===== config.mk =====
export PLATFORM = sky130hd
export DESIGN_NAME = mem_port_arbiter
export DESIGN_NICKNAME = d
export VERILOG_FILES = /design/src/rtl/edge_pkg.sv /design/src/rtl/wbuf_fifo.sv /design/src/rtl/mem_port_arbiter.sv
export SDC_FILE = /design/constraint.sdc
export NUM_CORES = 1
export LEC_CHECK = 0
export ABC_AREA = 1
export CORE_ASPECT_RATIO = 1.5
export CORE_UTILIZATION = 50
export DETAILED_ROUTE_END_ITERATION = 8
export HOLD_SLACK_MARGIN = 0.12
export PLACE_DENSITY = 0.72
export SLEW_MARGIN = 10
export SYNTH_ARGS = -nofsm -noshare
export SYNTH_HDL_FRONTEND = slang
export SYNTH_SLANG_ARGS = --single-unit

===== constraint.sdc =====
create_clock -name clk -period 13.2 [get_ports clk]
set_clock_uncertainty 0.2 [all_clocks]
set_input_delay 1.32 -clock clk [delete_from_list [all_inputs] [get_ports clk]]
set_output_delay 1.32 -clock clk [all_outputs]
set_load 0.1 [all_outputs]

===== src/rtl/edge_pkg.sv =====
// Shared types for the image-memory port arbiter: bus widths, the
// write-buffer entry layout and the flush state encoding.
package edge_pkg;

  localparam int ADDR_W = 16;
  localparam int DATA_W = 32;

  typedef struct packed {
    logic [ADDR_W-1:0] addr;
    logic [DATA_W-1:0] data;
  } wbuf_entry_t;

  typedef enum logic [1:0] {RUN, FLUSH, DONE} arb_state_t;

endpackage


===== src/rtl/wbuf_fifo.sv =====
// Posted-write buffer: DEPTH-entry FIFO of address/data pairs.
// The head entry is visible combinationally so the arbiter can write it to
// memory in the same cycle it pops. There is no bypass: a push becomes
// visible at the head one cycle later at the earliest.
module wbuf_fifo
  import edge_pkg::*;
#(
  parameter int DEPTH = 8
) (
  input  logic                         clk,
  input  logic                         rst,
  input  logic                         push,
  input  logic                         pop,
  input  wbuf_entry_t                  din,
  output wbuf_entry_t                  dout,
  output logic [$clog2(DEPTH):0]       count
);

  localparam int PTR_W = $clog2(DEPTH);
  localparam int CNT_W = PTR_W + 1;

  wbuf_entry_t      store [DEPTH];
  logic [PTR_W-1:0] wr_ptr;
  logic [PTR_W-1:0] rd_ptr;

  // Entry storage; contents need no reset because count gates every use.
  always_ff @(posedge clk) begin
    if (push) begin
      store[wr_ptr] <= din;
    end
  end

  // Pointers wrap naturally because DEPTH is a power of two.
  always_ff @(posedge clk or posedge rst) begin
    if (rst) begin
      wr_ptr <= '0;
      rd_ptr <= '0;
      count  <= '0;
    end else begin
      if (push) wr_ptr <= wr_ptr + PTR_W'(1);
      if (pop)  rd_ptr <= rd_ptr + PTR_W'(1);
      case ({push, pop})
        2'b10:   count <= count + CNT_W'(1);
        2'b01:   count <= count - CNT_W'(1);
        default: count <= count;
      endcase
    end
  end

  assign dout = store[rd_ptr];

endmodule


===== src/rtl/mem_port_arbiter.sv =====
// Single-port image memory arbiter: cache row reads vs. buffered result
// writes. Reads normally win, but a full buffer or an active flush forces
// the head write out first, so writes never wait behind more than DEPTH
// entries. flush drains the buffer and then holds flush_done until released.
module mem_port_arbiter
  import edge_pkg::*;
#(
  parameter int WIDTH       = 352,
  parameter int HEIGHT      = 288,
  parameter int DEPTH       = 8,
  parameter int RESULT_BASE = WIDTH * HEIGHT / 4
) (
  input  logic              clk,
  input  logic              rst,
  input  logic              rd_req,
  input  logic [ADDR_W-1:0] rd_addr,
  output logic              rd_gnt,
  output logic              rd_valid,
  output logic [DATA_W-1:0] rd_data,
  input  logic              wr_valid,
  output logic              wr_ready,
  input  logic [ADDR_W-1:0] wr_addr,
  input  logic [DATA_W-1:0] wr_data,
  input  logic              flush,
  output logic              flush_done,
  output logic              addr_err,
  output logic              mem_en,
  output logic              mem_we,
  output logic [ADDR_W-1:0] mem_addr,
  output logic [DATA_W-1:0] mem_dw,
  input  logic [DATA_W-1:0] mem_dr
);

  localparam int                CNT_W     = $clog2(DEPTH) + 1;
  localparam logic [CNT_W-1:0]  DEPTH_CNT = CNT_W'(DEPTH);
  localparam logic [ADDR_W-1:0] BASE_ADDR = ADDR_W'(RESULT_BASE);

  arb_state_t       state;
  arb_state_t       state_next;
  logic [CNT_W-1:0] count;
  wbuf_entry_t      head;
  wbuf_entry_t      wr_entry;
  logic             accept;
  logic             addr_ok;
  logic             push;
  logic             pop;
  logic             full;
  logic             draining;
  logic             empty_after;

  assign wr_entry = '{addr: wr_addr, data: wr_data};
  assign wr_ready = (count < DEPTH_CNT) && (state != DONE);
  assign accept   = wr_valid && wr_ready;
  // Out-of-region writes complete the handshake but never enter the buffer.
  assign addr_ok  = (wr_addr >= BASE_ADDR);
  assign push     = accept && addr_ok;
  assign full     = (count == DEPTH_CNT);
  assign draining = (state == FLUSH) && (count != '0);

  // Buffer is empty once this cycle's push/pop settle.
  assign empty_after = !push && ((count == '0) || ((count == CNT_W'(1)) && pop));

  wbuf_fifo #(
    .DEPTH (DEPTH)
  ) u_fifo (
    .clk   (clk),
    .rst   (rst),
    .push  (push),
    .pop   (pop),
    .din   (wr_entry),
    .dout  (head),
    .count (count)
  );

  // Port grant: forced drain, then read, then opportunistic drain.
  always_comb begin
    pop      = 1'b0;
    rd_gnt   = 1'b0;
    mem_en   = 1'b0;
    mem_we   = 1'b0;
    mem_addr = '0;
    mem_dw   = '0;
    if (full || draining) begin
      pop      = 1'b1;
      mem_en   = 1'b1;
      mem_we   = 1'b1;
      mem_addr = head.addr;
      mem_dw   = head.data;
    end else if (rd_req) begin
      rd_gnt   = 1'b1;
      mem_en   = 1'b1;
      mem_addr = rd_addr;
    end else if (count != '0) begin
      pop      = 1'b1;
      mem_en   = 1'b1;
      mem_we   = 1'b1;
      mem_addr = head.addr;
      mem_dw   = head.data;
    end
  end

  // Flush sequencing: RUN -> FLUSH -> DONE -> RUN.
  always_comb begin
    state_next = state;
    case (state)
      RUN:     if (flush)       state_next = FLUSH;
      FLUSH:   if (empty_after) state_next = DONE;
      DONE:    if (!flush)      state_next = RUN;
      default:                  state_next = RUN;
    endcase
  end

  // Flush state register.
  always_ff @(posedge clk or posedge rst) begin
    if (rst) state <= RUN;
    else     state <= state_next;
  end

  // Read-data valid tracks the grant with the memory's one-cycle latency;
  // addr_err is sticky until reset.
  always_ff @(posedge clk or posedge rst) begin
    if (rst) begin
      rd_valid <= 1'b0;
      addr_err <= 1'b0;
    end else begin
      rd_valid <= rd_gnt;
      if (accept && !addr_ok) addr_err <= 1'b1;
    end
  end

  assign flush_done = (state == DONE);
  assign rd_data    = mem_dr;

endmodule


==> results of run 1 <==
-- cell usage after synthesis, types with 2 or more instances --
library cell,number
nor3_1,4
edfxtp_1,384
buf_2,19
clkbuf_1,27
buf_1,8
nand3_1,55
o22ai_1,33
xnor2_1,3
o211ai_1,32
inv_1,19
buf_6,10
ha_1,6
nand2_1,163
nor2_1,328
o21ai_1,20
o21ai_0,161
dfrtp_1,14
xor2_1,2
buf_4,48
-- sequential cells by signal, summed over array words and instances, names as in the netlist --
| register | count |
|---|---|
| u_fifo.store | 384 |
| rd_valid | 1 |
| state | 2 |
| u_fifo.wr_ptr | 3 |
| u_fifo.rd_ptr | 3 |
| u_fifo.count | 4 |
| addr_err | 1 |
-- path summary, 6_finish.rpt --
| check | end | startpoint | slack [ps] | cells after the start |
|---|---|---|---|---|
| worst max register to register | u_fifo.store[1][18] | state[1] | 10090 | 8 |
| worst min-delay path | u_fifo.wr_ptr[0] | u_fifo.wr_ptr[0] | 310 | 2 |
| worst min register to register | u_fifo.wr_ptr[0] | u_fifo.wr_ptr[0] | 310 | 2 |
| max in group asynchronous | u_fifo.rd_ptr[1] | rst | 11370 | 2 |
| min in group asynchronous | state[0] | rst | 950 | 2 |
| worst max-delay path | mem_dw[12] | u_fifo.rd_ptr[0] | 6840 | 7 |
-- layer usage --
| metal | GRT usage | part of all wire |
|---|---|---|
| met2 | 0.374 | 0.50 |
| met4 | 0.122 | 0.052 |
| met3 | 0.0319 | 0.061 |
| met1 | 0.258 | 0.38 |
| met5 | 0 | 0 |
-- cell type report --
class                   instances  area [um^2]
diodes                          3         7.51
clock buffers                  45          956
clock inverters                18          101
fillers                      2445        13300
inverters                      21         81.3
multi-input cells             814         3720
flip-flops and latches        398        11900
well taps                     410          513
repair buffers                140         1360
-- logic make-up after synthesis --
logic type | Yosys count | synth area share
DFF | 398 | 0.727
adders and majority gates | 6 | 0.00460
and+or+nand+nor | 554 | 0.133
buffers and inverters | 134 | 0.0480
AOI/OAI and AO/OA | 249 | 0.0840
xor gates and xnor gates | 5 | 0.00268
-- worst max-delay path: cells and delay by family (launching register included) --
kind | cells | cell delay [ps]
compound gates | 2 | 350
simple gates | 2 | 350
flops | 1 | 710
buf+inv | 3 | 2770
-- through the flow --
| stage | hold slack [ps] | setup slack, ps | area [um^2] |
|---|---|---|---|
| after floorplan | 270 | 6420 | 16300 |
| after global placement | 282 | 7490 | 17600 |
| after detailed placement | 294 | 7400 | 17600 |
| after CTS | 310 | 6820 | 18600 |
| after global routing | 362 | 6580 | 18600 |
| final | 307 | 6840 | 18600 |
==> results.cfg, run 1 <==
[outcome]
status = finished clean

[cts]
path_clk_slew_ps = 60
cts_htree_levels = 2
cts_buffers = 36
clock_sinks = 398
clockBufferDepth = 3
cts_root_buf = clkbuf_16
cts_hold_buffers = 0
clkLatencyLatePin_ps = 540
cts_resized = 0
postCtsSetupBuffers = 0
cts_tree = yes

[yosys]
synth_edf_count = 384
syn_avg_cell_area_um2 = 12.1
synth_top_area_frac = 0.706
seq_area_frac_synth = 0.727
ys_top_cells_by_area = edfxtp_1 71%, nor2_1 7.5%, o21ai_0 4.9%
netlist_instances = 1346
ys.flop_type = edfxtp_1
async_flop_share = 0.0352
yosysWarnings = 0
synthesis.nets = 1453
syn_area_mm2 = 0.0163
synth-seq-cells = 398
yosysUniqueCellTypes = 29
post-synth-top-area-cell = edfxtp_1

[critical_path]
cp_max_fo = 123
start_kind = flip-flop
required_ps = 11680
critical_path_class = flip-flop to output pin
cpPeakStageDelay_ps = 1190
crit_path_end_kind = output pin
path_cells = inv_4 > buf_4 > o21ai_0 > o211ai_1 > nand2_1 > nor2_1 > clkdlybuf4s50_1
crit_slowest_cell = clkdlybuf4s50_1
arrival_ps = 4840

[global_route]
grt_overflow = 0
antenna_found_initial = 3
grt_first_pass_wirelength_um = 54600
grt_max_degree = 124
grt_use_total = 0.217
grt_pass1_vias = 10100

[placed_design]
dp_cells = 1783
hpwl_um = 18800
gp_congestion = 0.724
io_buffers = 123

[finish]
area_growth_pct = 14.0
final_nets = 1518
layout_commonest_cell = edfxtp_1
final-instance-count-excl-fill = 1849
final_layout_size_suffix_gt1_frac = 0.0578
fin_util = 0.583
final_cell_mix = 384 x edfxtp_1, 324 x nor2_1, 163 x nand2_1

[floorplanning]
start_util = 0.512
row_count = 80
dieArea_mm2 = 0.0334
fp.dieH_um = 223
core_mm2 = 0.0319
die_w_um = 150
boundaryPins = 188

[route]
drt_iter0_markers = 760
drtAntennaViolNets = 0
dr.pass1.iters = 4
routed_via_density = 5.55
post-route-drc-count = 0
finalWirelength_um = 36000
vias = 10300
routedWlPerCell_um = 19.4

[sta]
period_minus_slack_ps = 6360
hold_viol_final = 0
fmax_mhz = 157
worst_slew_pin_slew_ps = 1220
slew_viol_final = 0
setup_violations = 0
slew_headroom = 0.187
fin_crit_sh = 0.482
rsz0062_at_grt = no
fin_setup_tns_ps = 0

[hold_path]
holdCritPathClass = flip-flop to flip-flop

[job]
drv_cap = 0
Power of run 1 is not shown: default switching activity piles up to over one toggle a cycle in this logic, so the estimate is an artifact.
==> inputs of run 2 (changes only) <==
Settings changed: PLACE_DENSITY 0.72 to 0.75.
Clock period 13.2 ns to 5.57 ns, I/O delays scaled along.
==> run 2 against run 1 <==
Register-to-register slack got worse by 7500 ps; cell count increased by 0.32%; hold slack got worse by 79 ps; non-clock buffer count increased by 6; routed wire length increased by 1.3%.
==> results.cfg, run 2 (synthesis gave the netlist of run 1 again) <==
[floorplanning]
start_util = 0.512
boundaryPins = 188
row_count = 80
die_w_um = 150
core_mm2 = 0.0319
dieArea_mm2 = 0.0334
fp.dieH_um = 223

[finish]
final-instance-count-excl-fill = 1855
final_cell_mix = 384 x edfxtp_1, 324 x nor2_1, 163 x nand2_1
fillCellCount = 2451
largest_register = u_fifo.store
final_nets = 1524
final_layout_size_suffix_gt1_frac = 0.0810
top_regs = u_fifo.store: 384 flops, u_fifo.count: 4 flops
largest_reg_flops = 384
area_growth_pct = 14.3
layout_commonest_cell = edfxtp_1

[route]
post-route-drc-count = 0
dr.pass1.iters = 5
drtAntennaViolNets = 0
routedWlPerCell_um = 19.6
routed_via_density = 5.66
vias = 10500
drt_iter0_markers = 812
finalWirelength_um = 36400

[placed_design]
pre_cts_slack_ps = 1420
hpwl_um = 19900
gp_congestion = 0.756
io_buffers = 123
dp_cells = 1789

[critical_path]
arrival_ps = 3880
r2r_start = state[1]
worstReg2RegEnd = u_fifo.store[4][32]
path_cells = buf_12 > o21ai_0 > o211ai_1 > nand2_1 > nor2_1 > clkdlybuf4s50_1
cpPeakStageDelay_ps = 1160
crit_slowest_cell = clkdlybuf4s50_1
r2r_slack_ps = 2610
reg2reg_depth = 8
start_kind = flip-flop
crit_path_end_kind = output pin
cp_max_fo = 146
critical_path_class = flip-flop to output pin
required_ps = 4810

[sta]
slew_viol_final = 0
hold_viol_final = 0
setup_ws_ps = 934
rsz0062_at_grt = no
worst_slew_pin_slew_ps = 1020
slew_headroom = 0.320
fin_crit_sh = 0.832
fin_setup_tns_ps = 0
timing.hold.ws_ps = 228
period_minus_slack_ps = 4640
setup_violations = 0
fmax_mhz = 216

[job]
drv_cap = 0

[global_route]
grt_max_degree = 147
antenna_found_initial = 1
grt_first_pass_wirelength_um = 56300
grt_overflow = 0
use_met2 = 0.391
grt_use_total = 0.223
busiest_layer = met2
use_met1 = 0.253
grt_pass1_vias = 10600
grt_use_met3 = 0.0372

[cts]
cts_htree_levels = 2
path_clk_slew_ps = 70
clkLatencyLatePin_ps = 540
cts_tree = yes
cts_buffers = 36
clockBufferDepth = 3
cts_root_buf = clkbuf_16
postCtsSetupBuffers = 0
clock_sinks = 398
cts_resized = 0
cts_hold_buffers = 0

[outcome]
status = finished clean

[hold_path]
holdCritPathClass = input pin to async pin
## run 2: final cells by class
| class | count | area [um^2] | share of cell area |
|---|---|---|---|
| Antenna cell | 1 | 2.50 | 0.000134 |
| Clock buffer | 45 | 956 | 0.0512 |
| Clock inverter | 20 | 135 | 0.00724 |
| Sequential cell | 398 | 11900 | 0.637 |
| Multi-Input combinational cell | 814 | 3720 | 0.199 |
| Tap cell | 410 | 513 | 0.0275 |
| Inverter | 21 | 81.3 | 0.00436 |
| Timing Repair Buffer | 146 | 1370 | 0.0732 |
## run 2: worst max path at each step
stage | end | startpoint | slack [ps]
finish | mem_dw[19] | u_fifo.rd_ptr[0] | 930
global route | mem_dw[17] | u_fifo.rd_ptr[0] | 750
CTS | mem_dw[19] | u_fifo.rd_ptr[0] | 890
detailed placement | mem_dw[6] | rd_req | 1420
global placement | mem_dw[8] | rd_req | 1430
floorplan | u_fifo.store[5][0] | state[1] | -1210
## run 2: critical path: cells and delay by family (launching register included)
kind | cells | cell delay (ps)
buf+inv | 2 | 1700
simple gates | 2 | 250
flops | 1 | 810
compound gates | 2 | 490
## run 2: routing by layer
layer	vias to the layer above	share of wire
li1	4860	-
met1	5170	0.37
met2	343	0.52
met3	125	0.057
met4	0	0.049
met5	-	0
## run 2: through the flow
stage	cell area (um^2)	util
2_1_floorplan	16300	-
3_3_place_gp	17600	0.550
3_5_place_dp	17600	0.550
4_1_cts	18700	0.584
5_1_grt	18700	0.585
6_report	18700	0.585
Power of run 2 is left out for the same reason.
